==> src/rtl/snake_control_if.sv <==
// Signal bundle between the snake game controller and its game-state/VGA neighbours.
// The master side drives game state, heading and pixel address; the slave (snake_control) returns colour and score.
interface snake_control_if;
  logic [1:0]  MASTER_STATE;
  logic [1:0]  DIRECTION;
  logic [9:0]  ADDRH;
  logic [8:0]  ADDRV;
  logic [6:0]  TARGET_H;
  logic [5:0]  TARGET_V;
  logic [11:0] COLOUR_IN;
  logic        REACHED_TARGET;
  logic [3:0]  SCORE;

  modport master (
    output MASTER_STATE, DIRECTION, ADDRH, ADDRV, TARGET_H, TARGET_V,
    input  COLOUR_IN, REACHED_TARGET, SCORE
  );

  modport slave (
    input  MASTER_STATE, DIRECTION, ADDRH, ADDRV, TARGET_H, TARGET_V,
    output COLOUR_IN, REACHED_TARGET, SCORE
  );
endinterface

==> src/rtl/snake_control.sv <==
// Snake body, heading and score on an 80x60 grid of 8x8-pixel cells, plus the
// registered per-pixel colour lookup feeding the VGA display stage.
module snake_control #(
  parameter int SNAKE_LENGTH = 20,
  parameter int MOVE_PERIOD  = 5000000
) (
  input  logic           CLK,
  input  logic           RESET,
  snake_control_if.slave bus
);

  localparam int TICK_W = $clog2(MOVE_PERIOD);

  typedef enum logic [1:0] {
    DIR_UP    = 2'b00,
    DIR_RIGHT = 2'b01,
    DIR_DOWN  = 2'b10,
    DIR_LEFT  = 2'b11
  } dir_e;

  typedef enum logic [1:0] {
    GS_IDLE = 2'b00,
    GS_PLAY = 2'b01,
    GS_WIN  = 2'b10,
    GS_ALT  = 2'b11
  } game_e;

  typedef struct packed {
    logic [6:0] col;
    logic [5:0] row;
  } cell_t;

  function automatic cell_t init_cell(input int idx);
    return '{col: 7'(40 - idx), row: 6'd30};
  endfunction

  cell_t             body [SNAKE_LENGTH];
  dir_e              heading;
  dir_e              pending;
  logic [TICK_W-1:0] tick;
  logic [3:0]        score;
  logic              reached;
  logic [11:0]       colour;

  logic  in_idle;
  logic  in_play;
  logic  move;
  logic  opposite;
  dir_e  request;
  cell_t new_head;
  cell_t pix;
  cell_t target;
  logic  unused_sub_cell_bits;

  assign pix     = {bus.ADDRH[9:3], bus.ADDRV[8:3]};
  assign target  = {bus.TARGET_H, bus.TARGET_V};
  assign request = dir_e'(bus.DIRECTION);
  assign unused_sub_cell_bits = ^{bus.ADDRH[2:0], bus.ADDRV[2:0]};

  // Opposite headings differ only in bit 1 (up/down = 00/10, right/left = 01/11).
  assign opposite = ((request ^ heading) == 2'b10);
  assign move     = in_play && (tick == TICK_W'(MOVE_PERIOD - 1));

  // NOTE: every signal driven from always_comb gets a default first, so no path can leave it unassigned and infer a latch.
  always_comb begin
    in_idle = 1'b0;
    in_play = 1'b0;
    case (game_e'(bus.MASTER_STATE))
      GS_PLAY: in_play = 1'b1;
      GS_WIN:  ;
      default: in_idle = 1'b1;
    endcase
  end

  always_comb begin
    new_head = body[0];
    case (pending)
      DIR_UP:    new_head.row = (body[0].row == 6'd0)  ? 6'd59 : body[0].row - 6'd1;
      DIR_RIGHT: new_head.col = (body[0].col == 7'd79) ? 7'd0  : body[0].col + 7'd1;
      DIR_DOWN:  new_head.row = (body[0].row == 6'd59) ? 6'd0  : body[0].row + 6'd1;
      DIR_LEFT:  new_head.col = (body[0].col == 7'd0)  ? 7'd79 : body[0].col - 7'd1;
      default:   new_head = body[0];
    endcase
  end

  // NOTE: the body array is a handful of flops rather than a RAM, so it is reset like any other register.
  always_ff @(posedge CLK or negedge RESET) begin
    if (!RESET) begin
      for (int i = 0; i < SNAKE_LENGTH; i++) body[i] <= init_cell(i);
      heading <= DIR_RIGHT;
      pending <= DIR_RIGHT;
      tick    <= '0;
      score   <= 4'd0;
      reached <= 1'b0;
    end else if (in_idle) begin
      for (int i = 0; i < SNAKE_LENGTH; i++) body[i] <= init_cell(i);
      heading <= DIR_RIGHT;
      pending <= DIR_RIGHT;
      tick    <= '0;
      score   <= 4'd0;
      reached <= 1'b0;
    end else if (in_play) begin
      reached <= 1'b0;
      if (!opposite) pending <= request;
      if (move) begin
        // NOTE: non-blocking assignments make every segment read its neighbour's pre-edge value, so loop order does not matter.
        for (int i = SNAKE_LENGTH - 1; i > 0; i--) body[i] <= body[i-1];
        body[0] <= new_head;
        heading <= pending;
        tick    <= '0;
        if (new_head == target) begin
          reached <= 1'b1;
          if (score != 4'd15) score <= score + 4'd1;
        end
      end else begin
        tick <= tick + 1'b1;
      end
    end else begin
      reached <= 1'b0;
    end
  end

  logic        on_head;
  logic        on_body;
  logic [11:0] colour_next;

  always_comb begin
    on_head = (body[0] == pix);
    on_body = 1'b0;
    for (int i = 1; i < SNAKE_LENGTH; i++) begin
      if (body[i] == pix) on_body = 1'b1;
    end
    if (on_head)            colour_next = 12'hF80;
    else if (on_body)       colour_next = 12'hFF0;
    else if (pix == target) colour_next = 12'hF00;
    else                    colour_next = 12'h444;
  end

  always_ff @(posedge CLK or negedge RESET) begin
    if (!RESET) colour <= 12'h000;
    else        colour <= colour_next;
  end

  assign bus.COLOUR_IN      = colour;
  assign bus.REACHED_TARGET = reached;
  assign bus.SCORE          = score;

endmodule
==> src/flat_wrapper.sv <==
// flat-port wrapper written by rule: the top's interface ports become plain ports
module snake_control_flat 
#(
  parameter int SNAKE_LENGTH = 20,
  parameter int MOVE_PERIOD  = 5000000
)
  (CLK, RESET, bus_MASTER_STATE, bus_DIRECTION, bus_ADDRH, bus_ADDRV, bus_TARGET_H, bus_TARGET_V, bus_COLOUR_IN, bus_REACHED_TARGET, bus_SCORE);
  snake_control_if bus_i ();
  input  logic CLK;
  input  logic RESET;
  input wire logic [$bits(bus_i.MASTER_STATE)-1:0] bus_MASTER_STATE;
  input wire logic [$bits(bus_i.DIRECTION)-1:0] bus_DIRECTION;
  input wire logic [$bits(bus_i.ADDRH)-1:0] bus_ADDRH;
  input wire logic [$bits(bus_i.ADDRV)-1:0] bus_ADDRV;
  input wire logic [$bits(bus_i.TARGET_H)-1:0] bus_TARGET_H;
  input wire logic [$bits(bus_i.TARGET_V)-1:0] bus_TARGET_V;
  output wire logic [$bits(bus_i.COLOUR_IN)-1:0] bus_COLOUR_IN;
  output wire logic [$bits(bus_i.REACHED_TARGET)-1:0] bus_REACHED_TARGET;
  output wire logic [$bits(bus_i.SCORE)-1:0] bus_SCORE;
  assign bus_i.MASTER_STATE = bus_MASTER_STATE;
  assign bus_i.DIRECTION = bus_DIRECTION;
  assign bus_i.ADDRH = bus_ADDRH;
  assign bus_i.ADDRV = bus_ADDRV;
  assign bus_i.TARGET_H = bus_TARGET_H;
  assign bus_i.TARGET_V = bus_TARGET_V;
  assign bus_COLOUR_IN = bus_i.COLOUR_IN;
  assign bus_REACHED_TARGET = bus_i.REACHED_TARGET;
  assign bus_SCORE = bus_i.SCORE;
  snake_control #(.SNAKE_LENGTH(SNAKE_LENGTH), .MOVE_PERIOD(MOVE_PERIOD)) u_core (.CLK(CLK), .RESET(RESET), .bus(bus_i));
endmodule
==> config.mk <==
export PLATFORM = sky130hd
export DESIGN_NAME = snake_control_flat
export DESIGN_NICKNAME = d
export VERILOG_FILES = /design/src/rtl/snake_control_if.sv /design/src/rtl/snake_control.sv /design/src/flat_wrapper.sv
export SDC_FILE = /design/constraint.sdc
export NUM_CORES = 1
export LEC_CHECK = 0
export ABC_AREA = 1
export CAP_MARGIN = 5
export CORE_MARGIN = 1.5
export CORE_UTILIZATION = 35
export DETAILED_ROUTE_END_ITERATION = 10
export PLACE_DENSITY = 0.61
export RECOVER_POWER = 25
export SYNTH_ARGS = -nofsm -noshare
export SYNTH_HDL_FRONTEND = slang
export SYNTH_SLANG_ARGS = --single-unit
export TNS_END_PERCENT = 100
==> constraint.sdc <==
create_clock -name CLK -period 2.62 [get_ports CLK]
set_input_delay 0.524 -clock CLK [delete_from_list [all_inputs] [get_ports CLK]]
set_output_delay 0.524 -clock CLK [all_outputs]
set_load 0.01 [all_outputs]
# Word level (Yosys, flattened, before mapping)
# Cells that the tools add are included.
word_totals:
  register_bits: 304
  in_bits: 38
  wordCells: 148
op_classes:
  n_addsub: 6
  n_eq_ne: 37
  muxes: 50
  n_bitwise: 1
  n_reduce_logical: 8
op_table:
  columns: ["op", "n"]
  rows:
  - ["260-bit 2-to-1 mux", 3]
  - ["13-bit equality test", 22]
  - ["23-bit 2-to-1 mux", 3]
  - ["12-bit 2-to-1 mux", 3]
  - ["1-bit 2-to-1 mux", 24]
  - ["23-bit by 1-bit adder with 23-bit output (second input constant)", 1]
  - ["23-bit equality test (second input constant)", 1]
  - ["4-bit 2-to-1 mux", 5]
  - ["7-bit 2-to-1 mux", 2]
  - ["7-bit one-hot mux with 2 select lines", 1]
  - ["2-bit 2-to-1 mux", 6]
  - ["6-bit 2-to-1 mux", 2]
  - ["6-bit one-hot mux with 2 select lines", 1]
  - ["2-bit equality test (second input constant)", 4]
  - ["2-bit by 1-bit inequality test with 1-bit output (second input constant)", 4]
  - ["7-bit by 1-bit adder with 7-bit output (second input constant)", 1]
  - ["7-bit equality test (second input constant)", 1]
  - ["7-bit zero test", 1]
  - ["7-bit by 1-bit subtractor with 7-bit output (second input constant)", 1]
  - ["6-bit by 1-bit adder with 6-bit output (second input constant)", 1]
  - ["6-bit equality test (second input constant)", 1]
  - ["6-bit zero test", 1]
  - ["6-bit by 1-bit subtractor with 6-bit output (second input constant)", 1]
  - ["4-bit by 1-bit adder with 4-bit output (second input constant)", 1]
  - ["9 further kinds", 11]

# Logic depth before layout (Yosys ltp)
# Gate-level depths: netlist of run 1.
depth:
  word_depth: 22
  ltp_mapped: 18
  mapped_depth_nobuf: 18

# Worst setup path before layout of run 1
# OpenSTA, ideal clock, no wires.
synth_timing:
  path_type: "input to register"
  startpoint: "in bus_MASTER_STATE[0]"
  endpoint: "reg u_core.body[196] in the netlist's numbering"
  setup_time_ns: 0.094
  arrival_time_ns: 1.914
  required_time_ns: 2.526
  path_slack_ns: 0.612
  cell_stages: 10
  n_path_buf: 3
  path_cell_list: "inv_1 ha_1 clkbuf_1 or2_2 nand2_2 inv_2 nor2_4 buf_4 buf_6 a22oi_1"
synth_between:
  elab_chain_len: 5
synth_rtl:
  columns: ["item", "line", "source"]
  rows:
  - ["start, declared", "flat_wrapper.sv:11", "input wire logic [$bits(bus_i.MASTER_STATE)-1:0] bus_MASTER_STATE;"]
  - ["2-bit by 1-bit equality test with 1-bit output", "snake_control.sv:68", "case (game_e'(bus.MASTER_STATE))"]
  - ["1-bit 2-to-1 mux", "snake_control.sv:68", null]
  - ["1-bit logical AND", "snake_control.sv:62", "assign move = in_play && (tick == TICK_W'(MOVE_PERIOD - 1));"]
  - ["2-bit by 1-bit inequality test with 1-bit output (no line)", null, null]
  - ["2-bit AND reduction (no line)", null, null]
  - ["end, declared", "snake_control.sv:37", "cell_t body [SNAKE_LENGTH];"]
# Parallel ways exist; a longest one is shown, timed or not.
# A chain may end at the register's enable or synchronous reset.

# Worst setup path after layout of run 1
layout_timing:
  startpoint: "reg u_core.body[254] in the netlist's numbering"
  endpoint: "reg u_core.score[1] (netlist: u_core.bus.SCORE[1])"
layout_between:
  elab_chain_len: 6
layout_rtl:
  columns: ["item", "line", "source"]
  rows:
  - ["7-bit by 1-bit subtractor with 7-bit output, or another cell as far along", "snake_control.sv:81", "DIR_LEFT: new_head.col = (body[0].col == 7'd0) ? 7'd79 : body[0].col - 7'd1;"]
  - ["7-bit 2-to-1 mux (on tied branches)", "snake_control.sv:81, snake_control.sv:79", null]
  - ["7-bit one-hot mux with 2 select lines *", "snake_control.sv:77", "case (pending)"]
  - ["13-bit equality test *", "snake_control.sv:111", "if (new_head == target) begin"]
  - ["2-bit by 1-bit inequality test with 1-bit output (no line) *", null, null]
  - ["4-bit AND reduction (no line) *", null, null]
  - ["end signal, assigned", "snake_control.sv:113", "if (score != 4'd15) score <= score + 4'd1;"]
  - ["end, declared", "snake_control.sv:41", "logic [3:0] score;"]
# Every way passes the cells marked *; elsewhere a longest branch is shown, timed or not.

==> impl_metrics.csv, run 1 <==
group,metric,value,unit
sta,tightest_slew,1340,ps
sta,finalSetupTns,0,ps
sta,max_slew_margin,11.0,%
placed_design,dp_cells,2546,
sta,rsz0062_at_grt,"false",
global_route,grt_pass1_vias,14000,
critical_path,crit_arrival,2910,ps
clock_tree,ctsRootBufferMaster,"clkbuf_16",
cells_and_area,nets,2023,
synth,synthCells,1891,
synth,yosys_most_used_dff,"dfrtp_1",
clock_tree,clock_path_buffers,3,
synth,syn_area,0.0167,mm²
placed_design,place_area,0.0186,mm²
clock_tree,clk_pin_slew,70,ps
global_route,grt_start_max_net_pins,143,
global_route,antenna_found_initial,1,
synth,ys_warn_count,0,
sta,finClkSkew,37.5,ps
synth,synth_top_area_cell,"dfrtp_1",
sta,hold_ws,492,ps
synth,synthArstFlopShare,100,%
cells_and_area,area_growth,18.6,%
synth,synth_seq_cells,298,
route,wl,50200,µm
cells_and_area,drive_gt1_share,21.9,%
global_route,gr-total-overflow,0,
clock_tree,htreeDepth,2,
sta,hold_viol,0,
clock_tree,cts_tree,"done",
critical_path,required,3060,ps
critical_path,crit_chain,"inv_1 -> ha_1 -> nand2_1 -> nor2_1 -> nand2_1 -> nand3_1 -> nand3_1 -> nand2_1 -> inv_1 -> nor2_1 -> nand3_1 -> nor2_2 -> nand3_2 -> nand3_1 -> nand2_1",
floorplan,die_y,222,µm
cells_and_area,antenna_cells,0,
critical_path,worstPathMaxFanout,6,
route,drc,0,
flow_run,maxCapViolations,0,
placed_design,gp_congestion,0.901,
route,drt_iter0_drc,1291,
critical_path,path_class,"flip-flop to flip-flop",
clock_tree,cts.sinks,298,
critical_path,cp-end-kind,"flip-flop",
route,final_antenna_net_count,0,
power_and_ir_drop,p_leak,8.94,nW
sta,setup_viol,0,
route,vias,14200,
clock_tree,clk_latency,580,ps
synth,yosysUniqueCellTypes,45,
power_and_ir_drop,p_per_area,646,mW/mm²
outcome,run_status,"finished, final reports clean",
floorplan,pin_count,55,
critical_path,cp_slowest_cell,"dfrtp_1",
power_and_ir_drop,power,0.0128,W
critical_path,slowest_delay,490,ps
cells_and_area,final_area,0.0198,mm²
placed_design,dp_hpwl,35600,µm
floorplan,fp.dieW,222,µm
global_route,grt_pass1_wl,79000,µm
sta,report.final.slew_viol_count,0,
worst_hold_path,hold_class,"flip-flop to flip-flop",
synth,yosysSeqAreaShare,45.7,%
floorplan,die_area,0.0491,mm²
sta,fmax,405,MHz
cells_and_area,instances_no_fill,2611,
route,drtPass1Iterations,6,
global_route,grt_usage,20.3,%
floorplan,start_util,35.7,%
synth,synth_area_per_cell,8.84,µm²
floorplan,num_rows,79,
power_and_ir_drop,p_seq_share,40.9,%
power_and_ir_drop,combPwrFrac,19.3,%
power_and_ir_drop,netSwitchingPower,0.00397,W
critical_path,start_kind,"flip-flop",
route,wl_per_cell,19.2,µm
power_and_ir_drop,power.share.clock,39.8,%
power_and_ir_drop,internal_power,0.00883,W
sta,min_period,2470,ps
placed_design,port_buffers,45,
floorplan,coreArea,0.0469,mm²
synth,synth_edf_count,0,
synth,synth_top_area_share,23.4,%
sta,fin_crit_sh,94.2,%
route,viasPerCell,5.43,
clock_tree,cts_buffers,35,
power_and_ir_drop,irDropWorstVdd,427,µV
synth,synthTopCellsByArea,"dfrtp_1 (23%), dfstp_2 (22%), inv_1 (7.3%)",
power_and_ir_drop,switching_share,31.0,%
area by class of cell:
| type | count | area [µm²] |
|---|---|---|
| multi-input combinational | 1135 | 7130 |
| inverter | 344 | 1300 |
| clock buffer | 49 | 998 |
| tap | 607 | 759 |
| clock inverter | 15 | 194 |
| timing repair buffer | 163 | 1800 |
| fill | 4571 | 27000 |
| sequential | 298 | 7640 |
cells in the final DEF, fill, tap and decap left out, types with 7 or more instances in the layout:
| master | instances |
|---|---|
| nor4_1 | 18 |
| clkbuf_16 | 35 |
| o22ai_2 | 90 |
| o21ai_0 | 43 |
| a22oi_1 | 136 |
| a21oi_1 | 14 |
| xnor2_1 | 73 |
| clkbuf_8 | 7 |
| clkdlybuf4s50_1 | 44 |
| ha_1 | 7 |
| nor2_1 | 111 |
| dfrtp_1 | 155 |
| nor2_2 | 7 |
| nand3_1 | 76 |
| buf_12 | 37 |
| xor2_1 | 35 |
| clkinv_2 | 9 |
| clkbuf_1 | 7 |
| dfstp_2 | 141 |
| inv_2 | 8 |
| nand4_1 | 50 |
| o21ai_1 | 10 |
| buf_4 | 80 |
| o22ai_1 | 152 |
| inv_1 | 327 |
| nor3_1 | 27 |
| nand2_1 | 249 |
logic make-up (layout without fill, tap and decap cells):
logic type	after synthesis	after routing	share of synthesized area (%)
other	2	4	0.0449
DFF	298	298	45.7
AOI/OAI and AO/OA	460	460	21.3
adders and majority gates	8	8	0.599
and+or+nand+nor	555	555	14.8
xor gates and xnor gates	108	108	5.66
buffers and inverters	460	571	11.9
flip-flops by register name, indices dropped and copies added, names as in the netlist:
register and flops:
u_core.heading 2, u_core.pending 2, u_core.bus.COLOUR_IN 6, u_core.tick 23
u_core.body 260, u_core.bus.REACHED_TARGET 1, u_core.bus.SCORE 4
synth_stat cells (4+ instances only):
cell type / n
a21oi_1: 14
a221oi_1: 4
a22oi_1: 136
buf_1: 6
buf_2: 46
buf_4: 15
buf_6: 20
clkbuf_1: 29
clkinv_1: 6
dfrtp_1: 156
dfstp_2: 142
ha_1: 8
inv_1: 327
inv_2: 10
nand2_1: 249
nand3_1: 76
nand3b_1: 6
nand4_1: 50
nor2_1: 114
nor2_2: 5
nor3_1: 27
nor4_1: 18
o21ai_0: 43
o21ai_1: 10
o22ai_1: 152
o22ai_2: 90
xnor2_1: 73
xor2_1: 35
metal layers:
layer | vias up | track usage, % | share of wire (%)
li1 | 6584 | - | -
met1 | 6955 | 27.0 | 43
met2 | 522 | 33.1 | 47
met3 | 104 | 3.64 | 6.7
met4 | 2 | 7.31 | 3.0
met5 | - | 0 | 0.026
through the flow:
step                      utilization, %  setup WS [ps]
final                               42.3            152
after global routing                42.3           3.38
after CTS                           42.3           80.3
after detailed placement            39.7           -255
after global placement              39.7           -257
after floorplan                        -            612
path summary, 6_finish.rpt:
check / endpoint / slack [ps] / start / depth (start not counted)
max: u_core.bus.SCORE[1] / 150 / u_core.body[254] / 15
min: u_core.body[180] / 490 / u_core.body[193] / 2
max reg2reg: u_core.bus.SCORE[1] / 150 / u_core.body[254] / 15
min reg2reg: u_core.body[180] / 490 / u_core.body[193] / 2
max in group asynchronous: u_core.body[101] / 720 / RESET / 3
min in group asynchronous: u_core.body[50] / 780 / RESET / 2
power groups by stage:
stage | registers (W) | clock network [W] | logic [W]
3_3_place_gp | 0.00528 | 0 | 0.00241
6_report | 0.00523 | 0.00509 | 0.00247
4_1_cts | 0.00522 | 0.00518 | 0.00245
2_1_floorplan | 0.00518 | 0 | 0.00163
3_5_place_dp | 0.00529 | 0 | 0.00244
5_1_grt | 0.00527 | 0.00535 | 0.00271
worst max-delay path, delay by kind of cell, from the launching register on:
kind,cells,cell delay [ps]
and+or+nand+nor,12,1430
DFF,1,490
adders and majority gates,1,260
buffers and inverters,2,180
repair_timing:
action                     in CTS  in global routing
setup buffers                   0                  0
setup endpoints to repair       0                  4
hold endpoints to repair       20                  0
hold buffers                    1                  0
resized for setup               0                  8
Note: power is estimated with default switching activity, not from simulation.
==> inputs of run 2 (changes only) <==
CORE_UTILIZATION = 40   (was 35)
PLACE_DENSITY = 0.67   (was 0.61)
==> impl_metrics.csv, run 2 (synthesis results as in run 1) <==
group,metric,value,unit
cells_and_area,top_register,"u_core.body",
route,wl_per_cell,19.4,µm
cells_and_area,antenna_cells,0,
critical_path,required,3090,ps
sta,setup_viol,0,
placed_design,place_ws,-249,ps
power_and_ir_drop,combPwrFrac,19.2,%
floorplan,die_y,207,µm
critical_path,crit_arrival,2880,ps
cells_and_area,utilization,48.3,%
route,viasPerCell,5.67,
sta,finalSetupTns,0,ps
critical_path,slowest_delay,490,ps
power_and_ir_drop,p_seq_share,40.9,%
sta,tightest_slew,1560,ps
flow_run,maxCapViolations,1,
clock_tree,htreeDepth,2,
cells_and_area,final_area,0.0198,mm²
critical_path,crit_chain,"ha_1 -> inv_1 -> nor2_1 -> nand2_1 -> nor2_2 -> nor2_1 -> nand2_1 -> inv_2 -> nand2_1 -> nand2_1 -> nand2_1 -> nand3_1 -> nor2_1 -> nand3_2 -> nand2_1 -> nand2_1 -> nand2_1",
sta,fin_ws,214,ps
global_route,grt_pass1_wl,80000,µm
global_route,grt_usage,23.2,%
cells_and_area,area_growth,18.6,%
global_route,grt_pass1_vias,14200,
cells_and_area,final_common_cell,"inv_1",
clock_tree,clk_pin_slew,60,ps
clock_tree,post_cts_buffers,0,
power_and_ir_drop,internal_power,0.00898,W
clock_tree,cts.sinks,298,
sta,hold_viol,0,
floorplan,num_rows,74,
sta,finClkSkew,15.7,ps
power_and_ir_drop,netSwitchingPower,0.00383,W
sta,fmax,416,MHz
route,wl,49600,µm
global_route,gr-total-overflow,0,
clock_tree,cts_buffers,36,
sta,report.final.slew_viol_count,56,
cells_and_area,nets,2045,
clock_tree,clk_latency,540,ps
placed_design,dp_hpwl,35800,µm
critical_path,cpMostUsedCell,"nand2_1",
power_and_ir_drop,power.share.clock,39.9,%
clock_tree,clock_path_buffers,3,
power_and_ir_drop,p_per_area,646,mW/mm²
route,drtPass1Iterations,9,
outcome,run_status,"finished with violations",
placed_design,gp_congestion,0.933,
floorplan,start_util,40.7,%
route,final_antenna_net_count,0,
cells_and_area,drive_gt1_share,22.6,%
outcome,violations,"design-rule violations, max-capacitance violations, max-slew violations",
global_route,antenna_found_initial,0,
worst_hold_path,hold_class,"flip-flop to flip-flop",
critical_path,critPathTopFamily,"simple AND/OR/NAND/NOR gates",
sta,rsz0062_at_grt,"false",
route,drt_iter0_drc,1535,
route,drc,1,
sta,min_period,2410,ps
sta,max_slew_margin,-4.19,%
power_and_ir_drop,switching_share,29.9,%
power_and_ir_drop,p_leak,9.02,nW
clock_tree,ctsRootBufferMaster,"clkbuf_16",
sta,fin_crit_sh,91.8,%
clock_tree,cts_tree,"done",
critical_path,cp-end-kind,"flip-flop",
cells_and_area,largest_register_ffs,260,
floorplan,die_area,0.0430,mm²
floorplan,pin_count,55,
global_route,grt_start_max_net_pins,58,
placed_design,port_buffers,45,
critical_path,worstPathMaxFanout,6,
critical_path,path_class,"flip-flop to flip-flop",
cells_and_area,final_cell_mix,"inv_1 (327), nand2_1 (249), dfrtp_1 (156)",
critical_path,cp_num_buf_inv,2,
power_and_ir_drop,irDropWorstVdd,346,µV
floorplan,coreArea,0.0410,mm²
floorplan,fp.dieW,207,µm
cells_and_area,fillers,3822,
placed_design,dp_cells,2492,
critical_path,cp_slowest_cell,"dfrtp_1",
placed_design,place_area,0.0186,mm²
cells_and_area,instances_no_fill,2557,
route,vias,14500,
critical_path,start_kind,"flip-flop",
-- run 2: final cells by class --
class,instances,area (µm²),area share (%)
sequential,298,7630,38.5
clock inverter,16,170,0.858
timing repair buffer,184,1920,9.68
tap,532,666,3.36
clock buffer,48,1030,5.18
multi-input combinational,1135,7110,35.9
inverter,344,1300,6.56
-- run 2: timing repair --
action,in CTS,in global routing
resized for setup,0,2
endpoints found under the setup margin,0,4
hold endpoints to repair,17,0
hold buffers,1,0
-- run 2: stage by stage --
stage | power, W | hold WS, ps
4_1_cts | 0.0129 | 503
6_report | 0.0128 | 506
2_1_floorplan | 0.00682 | 228
3_3_place_gp | 0.00768 | 490
5_1_grt | 0.0133 | 530
3_5_place_dp | 0.00773 | 495
-- run 2: path summary, 6_finish.rpt --
check                      depth (start not counted)             start             endpoint  slack [ps]
max                                               17  u_core.body[253]  u_core.bus.SCORE[3]         210
min                                                2   u_core.body[62]      u_core.body[49]         510
max reg2reg                                       17  u_core.body[253]  u_core.bus.SCORE[3]         210
min reg2reg                                        2   u_core.body[62]      u_core.body[49]         510
max in group asynchronous                          3             RESET      u_core.body[29]         420
min in group asynchronous                          2             RESET      u_core.body[13]         920
-- run 2: tightest hold or removal path: stages, from the launching register on --
cell	delay, ps
dfstp_2	370
inv_1	70
a22oi_1	60
-- run 2: metal layers --
layer / global-route usage [%] / vias up / wire length, µm
li1: - / 6638 / -
met2: 37.3 / 586 / 23300
met1: 31.9 / 7165 / 21700
met4: 7.94 / 0 / 1450
met3: 3.54 / 104 / 3250
met5: 0 / - / 0
-- run 2: power groups by stage --
stage	registers, W	clock network (W)	logic, W
detailed placement	0.00529	0	0.00244
CTS	0.00522	0.00519	0.00245
global placement	0.00529	0	0.00240
global route	0.00527	0.00534	0.00271
floorplan	0.00518	0	0.00163
finish	0.00523	0.00511	0.00247
==> inputs of run 3 (changes only) <==
GPL_ROUTABILITY_DRIVEN = 0   (was not set)
clock period = 2.34 ns   (was 2.62 ns; I/O delays follow)
==> impl_metrics.csv, run 3 (synthesis results as in run 1) <==
group,metric,value,unit
critical_path,startpoint,"bus_ADDRV[6]",
cells_and_area,fillers,3773,
outcome,run_status,"finished with violations",
cells_and_area,top_register,"u_core.body",
global_route,grt_pass1_wl,80200,µm
critical_path,required,2820,ps
route,viasPerCell,5.63,
cells_and_area,instances_no_fill,2574,
route,wl_per_cell,19.6,µm
route,vias,14500,
worst_hold_path,hold_class,"flip-flop to flip-flop",
outcome,violations,"design-rule violations",
sta,max_slew_margin,4.46,%
floorplan,pin_count,55,
sta,fin_ws,94.7,ps
critical_path,path_class,"primary input to flip-flop",
floorplan,coreArea,0.0410,mm²
cells_and_area,drive_gt1_share,24.4,%
clock_tree,clk_latency,570,ps
cells_and_area,area_growth,20.4,%
global_route,grt_start_max_net_pins,56,
sta,fin_crit_sh,96.0,%
clock_tree,cts_buffers,37,
sta,hold_viol,0,
route,wl,50300,µm
sta,finalSetupTns,0,ps
cells_and_area,largest_register_ffs,260,
sta,finClkSkew,34.0,ps
critical_path,start_kind,"primary input",
critical_path,crit_arrival,2730,ps
placed_design,port_buffers,45,
clock_tree,clock_path_buffers,3,
floorplan,die_area,0.0430,mm²
sta,min_period,2250,ps
placed_design,dp_hpwl,36200,µm
route,drt_iter0_drc,1449,
route,drtPass1Iterations,9,
critical_path,worstPathMaxFanout,9,
sta,setup_viol,0,
flow_run,maxCapViolations,0,
sta,fmax,445,MHz
power_and_ir_drop,p_leak,9.12,nW
power_and_ir_drop,p_per_area,734,mW/mm²
clock_tree,cts_tree,"done",
floorplan,die_y,207,µm
clock_tree,htreeDepth,2,
placed_design,dp_cells,2497,
clock_tree,ctsRootBufferMaster,"clkbuf_16",
cells_and_area,nets,2059,
floorplan,fp.dieW,207,µm
cells_and_area,final_cell_mix,"inv_1 (323), nand2_1 (241), o22ai_1 (152), dfrtp_1 (152), dfstp_2 (142)",
cells_and_area,antenna_cells,0,
route,final_antenna_net_count,0,
global_route,antenna_found_initial,1,
floorplan,start_util,40.7,%
power_and_ir_drop,irDropWorstVdd,447,µV
clock_tree,cts.sinks,298,
global_route,grt_pass1_vias,14500,
placed_design,place_ws,-469,ps
global_route,grt_usage,23.3,%
critical_path,cp-end-kind,"flip-flop",
route,drc,1,
global_route,gr-total-overflow,0,
floorplan,num_rows,74,
critical_path,r2r-start,"u_core.pending[0]",
clock_tree,clk_pin_slew,60,ps
worst_hold_path,hp-start,"u_core.body[139]",
sta,rsz0062_at_grt,"true",
cells_and_area,final_common_cell,"inv_1",
sta,report.final.slew_viol_count,0,
power_and_ir_drop,power,0.0148,W
sta,tightest_slew,1430,ps
==> run 3: changes by cell type in the layout (fill, tap and decap cells not counted), sizes merged <==
cell and delta:
clkbuf +12, buf +11, clkinv -5, clkinvlp -2, bufinv +1
==> run 3: timing repair <==
action,4_1_cts,5_1_grt
resized for setup,0,42
setup endpoints to repair,0,25
hold buffers,1,0
buffers inserted,0,8
endpoints found under the hold margin,27,0
==> run 3: per-stage QoR <==
step | utilization, % | hold slack [ps] | cell area [µm²]
after global routing | 49.1 | 517 | 20100
final | 49.1 | 487 | 20100
after CTS | 48.6 | 420 | 19900
after global placement | 45.5 | 410 | 18700
after floorplan | - | 172 | 16700
after detailed placement | 45.5 | 412 | 18700
==> run 3: path summary, 6_finish.rpt <==
| kind | endpoint | slack, ps | cells after the start |
|---|---|---|---|
| hold / removal | u_core.body[126] | 490 | 2 |
| max in group asynchronous | u_core.body[136] | 330 | 3 |
| setup / recovery | u_core.bus.COLOUR_IN[6] | 90 | 11 |
| hold reg to reg | u_core.body[126] | 490 | 2 |
| setup reg to reg | u_core.bus.SCORE[3] | 130 | 16 |
| min in group asynchronous | u_core.body[7] | 760 | 2 |
==> run 3: critical path, cell delays in order <==
cell and delay [ps]:
clkdlybuf4s50_1 510, buf_4 260, xnor2_1 150, nand3_1 90
nor3_1 310, nand4_1 360, nand2_1 200, nor2_1 50
nand2_1 140, o21ai_1 120, nand2_1 60
==> run 3: final cells by class <==
cell class | instances | area [µm²] | share of cell area (%)
clock inverter | 10 | 156 | 0.777
clock buffer | 58 | 1110 | 5.50
tap | 532 | 666 | 3.31
inverter | 344 | 1300 | 6.47
multi-input combinational | 1135 | 7240 | 36.0
timing repair buffer | 197 | 2010 | 10.0
sequential | 298 | 7640 | 38.0
==> run 3: layer usage <==
metal  routed length, µm  GRT usage [%]  up-vias
met5                   0              0        -
met4                1920           10.4        0
met3                3480           3.98      129
met2               23700           37.6      580
met1               21200           30.8     7128
li1                    -              -     6658
==> run 3: power breakdown <==
part           switching [W]  internal, W
Combinational        0.00179      0.00114
Clock                0.00229      0.00370
Sequential          0.000272      0.00558
Total                0.00435       0.0104
